`config.mk`:
```
export PLATFORM = sky130hd
export DESIGN_NAME = rc_mc_pipe
export DESIGN_NICKNAME = d
export VERILOG_FILES = /design/src/rtl/rc_mc_pipe_pkg.sv /design/src/rtl/rc_mc_pipe_split.sv /design/src/rtl/rc_mc_pipe.sv
export SDC_FILE = /design/constraint.sdc
export NUM_CORES = 1
export LEC_CHECK = 0
export CORE_MARGIN = 10
export CORE_UTILIZATION = 30
export DETAILED_ROUTE_END_ITERATION = 12
export GPL_TIMING_DRIVEN = 0
export SETUP_SLACK_MARGIN = 0.4
export SYNTH_ARGS = -nofsm -noshare
export SYNTH_HDL_FRONTEND = slang
export SYNTH_SLANG_ARGS = --single-unit
```
`constraint.sdc`:
```
create_clock -name clk -period 3.27 [get_ports clk]
set_input_delay 0.654 -clock clk [delete_from_list [all_inputs] [get_ports clk]]
set_output_delay 0.654 -clock clk [all_outputs]
set_load 0.1 [all_outputs]
```
`src/rtl/rc_mc_pipe_pkg.sv`:
```
// Shared port indices, FSM states and helpers for the route-computation stage.
// Port order N,E,S,W,L also defines the order in which multicast branches are emitted.
package rc_mc_pipe_pkg;

    localparam int NUM_PORT = 5;
    localparam int PORT_N   = 0;
    localparam int PORT_E   = 1;
    localparam int PORT_S   = 2;
    localparam int PORT_W   = 3;
    localparam int PORT_L   = 4;

    typedef logic [NUM_PORT-1:0] port_vec_t;

    typedef enum logic {
        ST_IDLE  = 1'b0,
        ST_SPLIT = 1'b1
    } state_e;

    // Isolates the lowest set bit, i.e. the next port in N,E,S,W,L order.
    function automatic port_vec_t lowest_onehot(input port_vec_t v);
        return v & (~v + port_vec_t'(1));
    endfunction

endpackage

```
`src/rtl/rc_mc_pipe_split.sv`:
```
// Combinational XY partition of a destination bitmask into one sub-list per output port.
// Zero latency, no flow control; node coordinates are elaboration-time constants per bit.
module rc_mc_pipe_split
    import rc_mc_pipe_pkg::*;
#(
    parameter int MESH_X         = 4,
    parameter int COORD_W        = 2,
    parameter int DST_LIST_WIDTH = 16
) (
    input  logic [COORD_W-1:0]                      cur_x_i,
    input  logic [COORD_W-1:0]                      cur_y_i,
    input  logic [DST_LIST_WIDTH-1:0]               dst_list_i,
    output logic [NUM_PORT-1:0][DST_LIST_WIDTH-1:0] sub_list_o
);

    for (genvar i = 0; i < DST_LIST_WIDTH; i++) begin : g_node
        localparam logic [COORD_W-1:0] NX = COORD_W'(i % MESH_X);
        localparam logic [COORD_W-1:0] NY = COORD_W'(i / MESH_X);

        logic [NUM_PORT-1:0] sel;

        // X is resolved first; N means increasing y.
        always_comb begin
            sel = '0;
            if (NX > cur_x_i) begin
                sel[PORT_E] = 1'b1;
            end else if (NX < cur_x_i) begin
                sel[PORT_W] = 1'b1;
            end else if (NY > cur_y_i) begin
                sel[PORT_N] = 1'b1;
            end else if (NY < cur_y_i) begin
                sel[PORT_S] = 1'b1;
            end else begin
                sel[PORT_L] = 1'b1;
            end
        end

        for (genvar p = 0; p < NUM_PORT; p++) begin : g_port
            assign sub_list_o[p][i] = dst_list_i[i] & sel[p];
        end
    end

endmodule

```
`src/rtl/rc_mc_pipe.sv`:
```
// Registered XY route computation with multicast fork: first branch 1 cycle after accept, then 1 branch/cycle.
// Branch outputs hold while out_valid & !out_ready; in_ready only in IDLE when the output slot frees.
module rc_mc_pipe
    import rc_mc_pipe_pkg::*;
#(
    parameter int MESH_X         = 4,
    parameter int MESH_Y         = 4,
    parameter int COORD_W        = 2,
    parameter int DST_LIST_WIDTH = MESH_X * MESH_Y
) (
    input  logic                      clk,
    input  logic                      reset_n,
    input  logic [COORD_W-1:0]        cur_x,
    input  logic [COORD_W-1:0]        cur_y,
    input  logic                      in_valid,
    output logic                      in_ready,
    input  logic                      in_mc,
    input  logic [COORD_W-1:0]        in_dst_x,
    input  logic [COORD_W-1:0]        in_dst_y,
    input  logic [DST_LIST_WIDTH-1:0] in_dst_list,
    output logic                      out_valid,
    input  logic                      out_ready,
    output logic [NUM_PORT-1:0]       out_ppv,
    output logic [NUM_PORT-1:0]       out_port,
    output logic [DST_LIST_WIDTH-1:0] out_dst_list,
    output logic                      out_last,
    output logic                      err
);

    typedef logic [DST_LIST_WIDTH-1:0] dst_t;

    localparam logic [31:0] MX_L = 32'(MESH_X);
    localparam logic [31:0] MY_L = 32'(MESH_Y);

    state_e                 state_q;
    logic                   valid_q;
    port_vec_t              ppv_q;
    port_vec_t              port_q;
    dst_t                   dst_q;
    logic                   last_q;
    logic                   err_q;
    port_vec_t              pend_q;
    dst_t [NUM_PORT-1:0]    subl_q;

    logic                   uc_ok;
    logic [31:0]            uc_idx;
    dst_t                   uc_onehot;
    dst_t                   split_in;
    dst_t [NUM_PORT-1:0]    sub_c;
    port_vec_t              ppv_c;
    port_vec_t              first_c;
    port_vec_t              rest_c;
    dst_t                   first_sub;
    port_vec_t              next_c;
    port_vec_t              pend_nxt;
    dst_t                   next_sub;
    logic                   accept;

    // Unicast reuses the multicast partition via a one-hot list; an off-mesh
    // destination yields an empty list and is dropped like an empty multicast.
    assign uc_ok     = (32'(in_dst_x) < MX_L) && (32'(in_dst_y) < MY_L);
    assign uc_idx    = 32'(in_dst_y) * MX_L + 32'(in_dst_x);
    assign uc_onehot = uc_ok ? (dst_t'(1) << uc_idx) : '0;
    assign split_in  = in_mc ? in_dst_list : uc_onehot;

    rc_mc_pipe_split #(
        .MESH_X         (MESH_X),
        .COORD_W        (COORD_W),
        .DST_LIST_WIDTH (DST_LIST_WIDTH)
    ) u_split (
        .cur_x_i    (cur_x),
        .cur_y_i    (cur_y),
        .dst_list_i (split_in),
        .sub_list_o (sub_c)
    );

    always_comb begin
        ppv_c     = '0;
        first_sub = '0;
        next_sub  = '0;
        for (int p = 0; p < NUM_PORT; p++) begin
            ppv_c[p] = |sub_c[p];
        end
        first_c  = lowest_onehot(ppv_c);
        rest_c   = ppv_c & ~first_c;
        next_c   = lowest_onehot(pend_q);
        pend_nxt = pend_q & ~next_c;
        for (int p = 0; p < NUM_PORT; p++) begin
            if (first_c[p]) first_sub = first_sub | sub_c[p];
            if (next_c[p])  next_sub  = next_sub | subl_q[p];
        end
    end

    assign in_ready = reset_n && (state_q == ST_IDLE) && (!valid_q || out_ready);
    assign accept   = in_valid && in_ready;

    always_ff @(posedge clk or negedge reset_n) begin
        if (!reset_n) begin
            state_q <= ST_IDLE;
            valid_q <= 1'b0;
            ppv_q   <= '0;
            port_q  <= '0;
            dst_q   <= '0;
            last_q  <= 1'b0;
            err_q   <= 1'b0;
            pend_q  <= '0;
            subl_q  <= '0;
        end else begin
            err_q <= 1'b0;
            case (state_q)
                ST_IDLE: begin
                    if (valid_q && out_ready) begin
                        valid_q <= 1'b0;
                    end
                    if (accept) begin
                        if (ppv_c == '0) begin
                            err_q <= 1'b1;
                        end else begin
                            valid_q <= 1'b1;
                            ppv_q   <= ppv_c;
                            port_q  <= first_c;
                            dst_q   <= first_sub;
                            last_q  <= (rest_c == '0);
                            pend_q  <= rest_c;
                            subl_q  <= sub_c;
                            state_q <= (rest_c == '0) ? ST_IDLE : ST_SPLIT;
                        end
                    end
                end
                ST_SPLIT: begin
                    // The final branch is presented from IDLE so the next
                    // header can be taken in the cycle it is consumed.
                    if (out_ready) begin
                        port_q <= next_c;
                        dst_q  <= next_sub;
                        pend_q <= pend_nxt;
                        if (pend_nxt == '0) begin
                            last_q  <= 1'b1;
                            state_q <= ST_IDLE;
                        end
                    end
                end
                default: state_q <= ST_IDLE;
            endcase
        end
    end

    assign out_valid    = valid_q;
    assign out_ppv      = ppv_q;
    assign out_port     = port_q;
    assign out_dst_list = dst_q;
    assign out_last     = last_q;
    assign err          = err_q;

endmodule
```
Word-level counts from Yosys, hierarchy flattened
Index checks and enable logic that the tools add are counted.
{"block": "word_totals", "in_bits": 29, "reg_bits": 115}
{"block": "op_classes", "mux": 148, "n_reduce_logical": 17, "eq_ne": 4, "order_cmp": 16, "n_bitwise": 98, "shifts": 1, "addsub": 3}
{"cell": "two-way mux 16 bit", "n": 14}
{"cell": "OR 16 bit", "n": 8}
{"cell": "two-way mux 1 bit", "n": 107}
{"cell": "bitwise AND 1 bit", "n": 80}
{"cell": "OR reduction 16 bit", "n": 5}
{"cell": "two-way mux 3 bit", "n": 16}
{"cell": "one-hot mux 16 bit (2 select lines)", "n": 1}
{"cell": "two-way mux 5 bit", "n": 6}
{"cell": "bitwise AND 5 bit", "n": 4}
{"cell": "inverter 5 bit", "n": 4}
{"cell": "one-hot mux 5 bit (2 select lines)", "n": 2}
{"cell": "<< shifter 1 x 5 -> 16 bit (first input constant)", "n": 1}
{"cell": "logical NOT 5 bit", "n": 3}
{"cell": "adder 5 x 1 -> 5 bit (second input constant)", "n": 2}
{"cell": "> comparator 1 x 2 -> 1 bit (first input constant)", "n": 4}
{"cell": "> comparator 2 bit (first input constant)", "n": 4}
{"cell": "less-than comparator 1 x 2 -> 1 bit (first input constant)", "n": 4}
{"cell": "less-than comparator 2 bit (first input constant)", "n": 4}
{"cell": "inequality test 2 bit (second input constant)", "n": 3}
{"cell": "AND reduction 3 bit", "n": 2}
{"cell": "adder 4 x 2 -> 5 bit", "n": 1}
{"cell": "logical AND 1 bit", "n": 4}
{"cell": "one-hot mux 1 bit (2 select lines)", "n": 2}
{"cell": "AND reduction 4 bit", "n": 1}
{"cell": "other kinds (4)", "n": 5}

Logic depth before layout (Yosys ltp)
{"block": "logic_depth", "ltp_word": 22, "mapped_depth": 13, "depth_no_buf": 8}

Cells and area by module
From an unflattened synthesis, not the netlist that was laid out.
{"block": "unflattened", "cells_unflattened": 590, "area_unflattened_um2": 5933.2}
{"module": "rc_mc_pipe", "n_inst": 1, "area_each_um2": 5262.5, "seq_area_each_um2": 2452.4, "cells_per_inst": 489}
{"module": "rc_mc_pipe_split", "n_inst": 1, "area_each_um2": 670.6, "seq_area_each_um2": 0.0, "cells_per_inst": 101}

Worst setup path before layout
No wires, ideal clock.
{"block": "synth_timing", "path_kind": "register -> register", "from": "reg valid_q, in the netlist out_valid", "to": "reg subl_q[61] (netlist name)", "setup_time_ps": 125, "n_path_buf": 1, "slack_ps": -1151, "t_arrival_ps": 4297, "path_stages_with_launch": 7, "period_less_slack_ps": 4421, "path_cell_list": "dfrtp_1 a211oi_1 and2_1 inv_1 a41oi_1 buf_2 mux2_2"}
{"block": "synth_via", "elab_chain_cells": 5}
{"item": "start: declaration", "line": "rc_mc_pipe.sv:36", "text": "logic valid_q;"}
{"item": "start signal: assignment", "line": "rc_mc_pipe.sv:100", "text": "valid_q <= 1'b0;"}
{"item": "start signal: assignment", "line": "rc_mc_pipe.sv:113", "text": "valid_q <= 1'b0;"}
{"item": "start signal: assignment", "line": "rc_mc_pipe.sv:119", "text": "valid_q <= 1'b1;"}
{"item": "logical NOT 1 bit", "line": "rc_mc_pipe.sv:94", "text": "assign in_ready = reset_n && (state_q == ST_IDLE) && (!valid_q || out_ready);"}
{"item": "logical OR 1 bit", "line": "rc_mc_pipe.sv:94"}
{"item": "logical AND 1 bit", "line": "rc_mc_pipe.sv:94"}
{"item": "net in_ready", "line": "rc_mc_pipe.sv:16", "text": "output logic in_ready,"}
{"item": "logical AND 1 bit", "line": "rc_mc_pipe.sv:95", "text": "assign accept = in_valid && in_ready;"}
{"item": "AND reduction 3 bit (no line)"}
{"item": "end signal: assignment", "line": "rc_mc_pipe.sv:125", "text": "subl_q <= sub_c;"}
{"item": "end: declaration", "line": "rc_mc_pipe.sv:43", "text": "dst_t [NUM_PORT-1:0] subl_q;"}
The timed path passes the listed nets, and every way through them passes these cells.
A chain may end at the register's enable or synchronous reset.

Worst setup path after layout
{"block": "layout_timing", "from": "in in_dst_x[0]", "to": "reg ppv_q[3], in the netlist out_ppv[3]"}
{"block": "layout_via", "elab_chain_cells": 8, "elab_cells_between_ends": 91, "cone_classes": "add/sub: 1; shift: 1; mux: 1; bitwise: 81; reduce/logical: 7"}
{"item": "start: declaration", "line": "rc_mc_pipe.sv:18", "text": "input logic [COORD_W-1:0] in_dst_x,"}
{"item": "adder 4 x 2 -> 5 bit *", "line": "rc_mc_pipe.sv:62", "text": "assign uc_idx = 32'(in_dst_y) * MX_L + 32'(in_dst_x);"}
{"item": "<< shifter 1 x 5 -> 16 bit *", "line": "rc_mc_pipe.sv:63", "text": "assign uc_onehot = uc_ok ? (dst_t'(1) << uc_idx) : '0;"}
{"item": "two-way mux 16 bit *", "line": "rc_mc_pipe.sv:64", "text": "assign split_in = in_mc ? in_dst_list : uc_onehot;"}
{"item": "bitwise AND 1 bit", "line": "rc_mc_pipe_split.sv:39", "text": "assign sub_list_o[p][i] = dst_list_i[i] & sel[p];"}
{"item": "OR reduction 16 bit", "line": "rc_mc_pipe.sv:82", "text": "ppv_c[p] = |sub_c[p];"}
{"item": "logical NOT 5 bit", "line": "rc_mc_pipe.sv:116", "text": "if (ppv_c == '0) begin"}
{"item": "inverter 1 bit (no line)"}
{"item": "AND reduction 3 bit (no line)"}
{"item": "end signal: assignment", "line": "rc_mc_pipe.sv:120", "text": "ppv_q <= ppv_c;"}
{"item": "end: declaration", "line": "rc_mc_pipe.sv:37", "text": "port_vec_t ppv_q;"}
Mark *: on every way between the ends. The rest lies on a longest branch, timed or not.

==> impl_results.md <==
* CP max FO at 7
* Synth async-reset ratio at between 90% and 100%
* Clock-pin slew on the worst setup and hold paths at 0.07 ns
* Number of hold violations in the final report at 0
* Crit path launch: in_dst_x[0]
* NetSw at between 3 and 4 mW
* Worst R2R Path Depth at 6
* Cell repeated most along the worst path: buf_12
* Flop pwr share at 24.8%
* Mux contribution to synthesized area at roughly 1.3%
* Detail Route Antenna Nets at 0
* CP Depth at 13
* Clock share of power at 16.5%
* Static Leak at approximately 3.8 nW
* Crit end category: register
* #FFs+latches synth at 86
* Longest Clk Path Bufs at 2
* Bufs and invs on worst path at 5
* Hold Crit Class: input pin to asynchronous set/reset pin
* Core Box Area at 18100 um^2
* Top Family by Delay on Critical Path: simple AND/OR/NAND/NOR gates
* Worst reg2reg path startpoint: state_q$_DFF_PN0_
* Sequential-to-total area share from yosys stat at about two fifths
* Synth top cells by count: nand2_1 (125), dfrtp_1 (86), o21ai_0 (51)
* Largest net degree at the start of global routing at 52
* Yosys cell types at 81
* Residual DRC at 0
* Synth Flop Type: dfrtp_1
* Clock skew at about 0.013 ns
* Drt wl/cell at 27.1 um
* Pwr Density at 682 nW/um^2
* Critical Path, Cell by Cell: buf_8 -> nor4bb_4 -> mux4_2 -> and3_4 -> or4_4 -> nor2_4 -> a41o_4 -> buf_6 -> buf_12 -> buf_12 -> buf_16 -> nand2_2 -> o21ai_1
* GRT Residual Overflow at 0
* R2R Setup Slk at slightly below 0.4 ns
* Crit Reg-Reg Endpoint: out_dst_list[15]$_DFFE_PN0P_
* Chip Width at 157 um
* DR pass1 iterations at 5
* Outcome: completed
* Post-synth EDFFs at 0
* Fraction of layout cells with a size suffix above 1 at 44.0%
* Fillcell total at roughly 1600
* Die H at between 150 and 200 um
* Max_slew headroom at 32.9%
* Critical path type: input pin to register
* Logic pwr share at roughly three fifths
* Fin nets at just under 900
* Finish-stage setup viols at 0
* Overall routing resource usage at between 20% and 30%
* Cts-stage hold buffer count at 0
* Cells after Synth at between 600 and 700
* Routed via count at around 7100
* Yosys top cell by area: dfrtp_1
* Final WL at roughly 29 mm
* CTS sink count at 86
* Hold Slack at roughly 0.26 ns
* Max cap viols at 0
* Num CTS Buffers at 9
* Tcrit/Tclk final at 92.8%
* Synth top area share at between 30% and 40%
* Vias in the first global route at between 6000 and 7000
* Worst-Margin Slew at 1.00 ns
* RSZ-0062 raised after global routing: yes
* VDD IR max at around 360 uV
* Crit start category: input pin
* End of the critical path: out_ppv[3]$_DFFE_PN0P_
* Mapped cell area at ~5600 um^2
* CTS tree: yes
* Min Clock Period, post-route at just over 3 ns
* Adder-cell share of the synthesized area at 0.179%
* Initial Util at between 30% and 40%
* Synth Area in Compound Gates at between 20% and 30%
* Dpl hpwl at around 19 mm
* CP peak stage delay at roughly 0.57 ns
* Synth Area in Simple Gates at 26.2%
* Initial antenna violation count at 0
* Mean post-synth cell area at slightly above 8 um^2
* Count leader, synth: nand2_1
* Boundary Pins at between 50 and 60
* Ant diodes at 0
* Area Growth Syn to Fin at 67.8%
* Critical Path AT at about 3.3 ns
* Syn_nets at 710
* Clock Tree Root: clkbuf_16
* P_int at approximately 3.1 mW
* First-pass GRT wire length at about 43 mm
* Synth Warn # at 0
* Vias per cell at 6.56
* Total die area at roughly 25000 um^2
* Max Transition Viols Final at 0
* Main combinational cell family by area after synthesis: compound AO/OA/AOI/OAI gates
* Crit-path slowest cell: or4_4
* Highest clock rate at ~330 MHz
* Clock Latency Late Sink at between 0.3 and 0.4 ns
* Synth area leaders: dfrtp_1 (38%), nand2_1 (8.4%), o21ai_0 (4.6%)
* Final instance area at roughly 9400 um^2
* FP Rows at 49
* Placed Instance Area at ~6700 um^2
* Synth Area in XOR/XNOR at 0%
* Initial DRC count at about 1100
* Switch share at around half
* H-tree depth at 3
* GP Congestion at between 1 and 1.5
* Port-buffer cells at 55
* Critical Path RT at about 3.6 ns
==> power groups by stage <==
stage                     clock network [mW]  logic, mW  registers (mW)
after floorplan                            0      0.925            2.69
after global placement                     0       2.94            1.55
after detailed placement                   0       2.95            1.56
after CTS                               1.06       3.39            1.55
after global routing                    1.11       3.89            1.61
final                                   1.06       3.77            1.59
==> per-layer routing <==
| layer | up-vias | wire length, um | global-route usage, % |
|---|---|---|---|
| met3 | 172 | 3480 | 5.37 |
| li1 | 2915 | - | - |
| met2 | 604 | 12400 | 33.1 |
| met4 | 0 | 2310 | 15.1 |
| met5 | - | 0 | 0 |
| met1 | 3367 | 11100 | 29.1 |
==> area by class of cell <==
| type | instances | area [um^2] | share of cell area, % |
|---|---|---|---|
| Inverter | 12 | 66.3 | 0.705 |
| Tap cell | 229 | 287 | 3.05 |
| Clock inverter | 3 | 43.8 | 0.466 |
| Buffer | 59 | 641 | 6.81 |
| Sequential cell | 86 | 2150 | 22.9 |
| Clock buffer | 13 | 250 | 2.66 |
| Multi-Input combinational cell | 524 | 4410 | 46.9 |
| Timing Repair Buffer | 150 | 1550 | 16.5 |
==> how the worst min path moves through the flow <==
stage	from	end	slack [ns]	depth (start not counted)
final	reset_n	out_valid$_DFFE_PN0N_	0.26	1
after global routing	reset_n	out_valid$_DFFE_PN0N_	0.31	1
after CTS	reset_n	out_valid$_DFFE_PN0N_	0.28	1
after detailed placement	subl_q[25]$_DFFE_PN0P_	subl_q[25]$_DFFE_PN0P_	0.46	2
after global placement	subl_q[36]$_DFFE_PN0P_	subl_q[36]$_DFFE_PN0P_	0.45	2
after floorplan	reset_n	err$_DFF_PN0_	0.36	0
==> cells in the final DEF, fill, tap and decap left out, types with 8 or more instances in the layout <==
| cell type | synthesis | final |
|---|---|---|
| a21oi_1 | 14 | 9 |
| a22oi_1 | 10 | 9 |
| a31oi_1 | 20 | 9 |
| a32oi_1 | 8 | 8 |
| buf_12 | 0 | 18 |
| buf_4 | 5 | 70 |
| buf_6 | 1 | 26 |
| buf_8 | 0 | 11 |
| clkbuf_1 | 28 | 17 |
| clkbuf_16 | 0 | 13 |
| clkbuf_2 | 0 | 12 |
| clkdlybuf4s50_1 | 0 | 33 |
| dfrtp_1 | 86 | 85 |
| inv_1 | 9 | 8 |
| nand2_1 | 125 | 91 |
| nand2_2 | 0 | 18 |
| nand2_4 | 0 | 16 |
| nand3_1 | 24 | 16 |
| nor2_1 | 47 | 39 |
| nor3_1 | 29 | 16 |
| nor3_2 | 2 | 8 |
| nor3_4 | 1 | 8 |
| o21ai_0 | 51 | 19 |
| o21ai_1 | 0 | 11 |
| o21ai_2 | 0 | 20 |
| o31ai_1 | 29 | 14 |
| o31ai_2 | 0 | 8 |
==> kinds of logic (layout without fill, tap and decap cells) <==
group                      count (synthesis)  after routing
AOI/OAI and AO/OA                        220            220
DFF                                       86             86
adders and majority gates                  1              1
muxes                                      6              6
and+or+nand+nor                          297            297
buffers and inverters                     71            237
==> metrics by stage <==
| stage | power [mW] | setup TNS (ns) | instances | setup WS, ns | utilization, % |
|---|---|---|---|---|---|
| 2_1_floorplan | 3.61 | 0 | 681 | 0.356 | - |
| 3_3_place_gp | 4.49 | -390.47 | 965 | -3.36 | 36.6 |
| 3_5_place_dp | 4.51 | -101.94 | 966 | -1.29 | 36.7 |
| 4_1_cts | 6.00 | 0 | 1050 | 0.324 | 47.6 |
| 5_1_grt | 6.61 | 0 | 1076 | 0.201 | 51.8 |
| 6_report | 6.41 | 0 | 1076 | 0.235 | 51.8 |
==> sequential cells by signal, summed over array words and instances, names as in the netlist <==
name,cells
out_ppv,5
out_port,5
state_q,1
out_dst_list,16
subl_q,52
pend_q,4
out_valid,1
out_last,1
err,1
==> timing repair <==
item                                    CTS  global route
pin swaps                                59            67
endpoints found under the setup margin   87            86
cloned                                    9             3
buffers inserted                         59            23
gates resized for setup                 279           192
endpoints found under the hold margin     0             0
(Power assumes the default switching activity.)
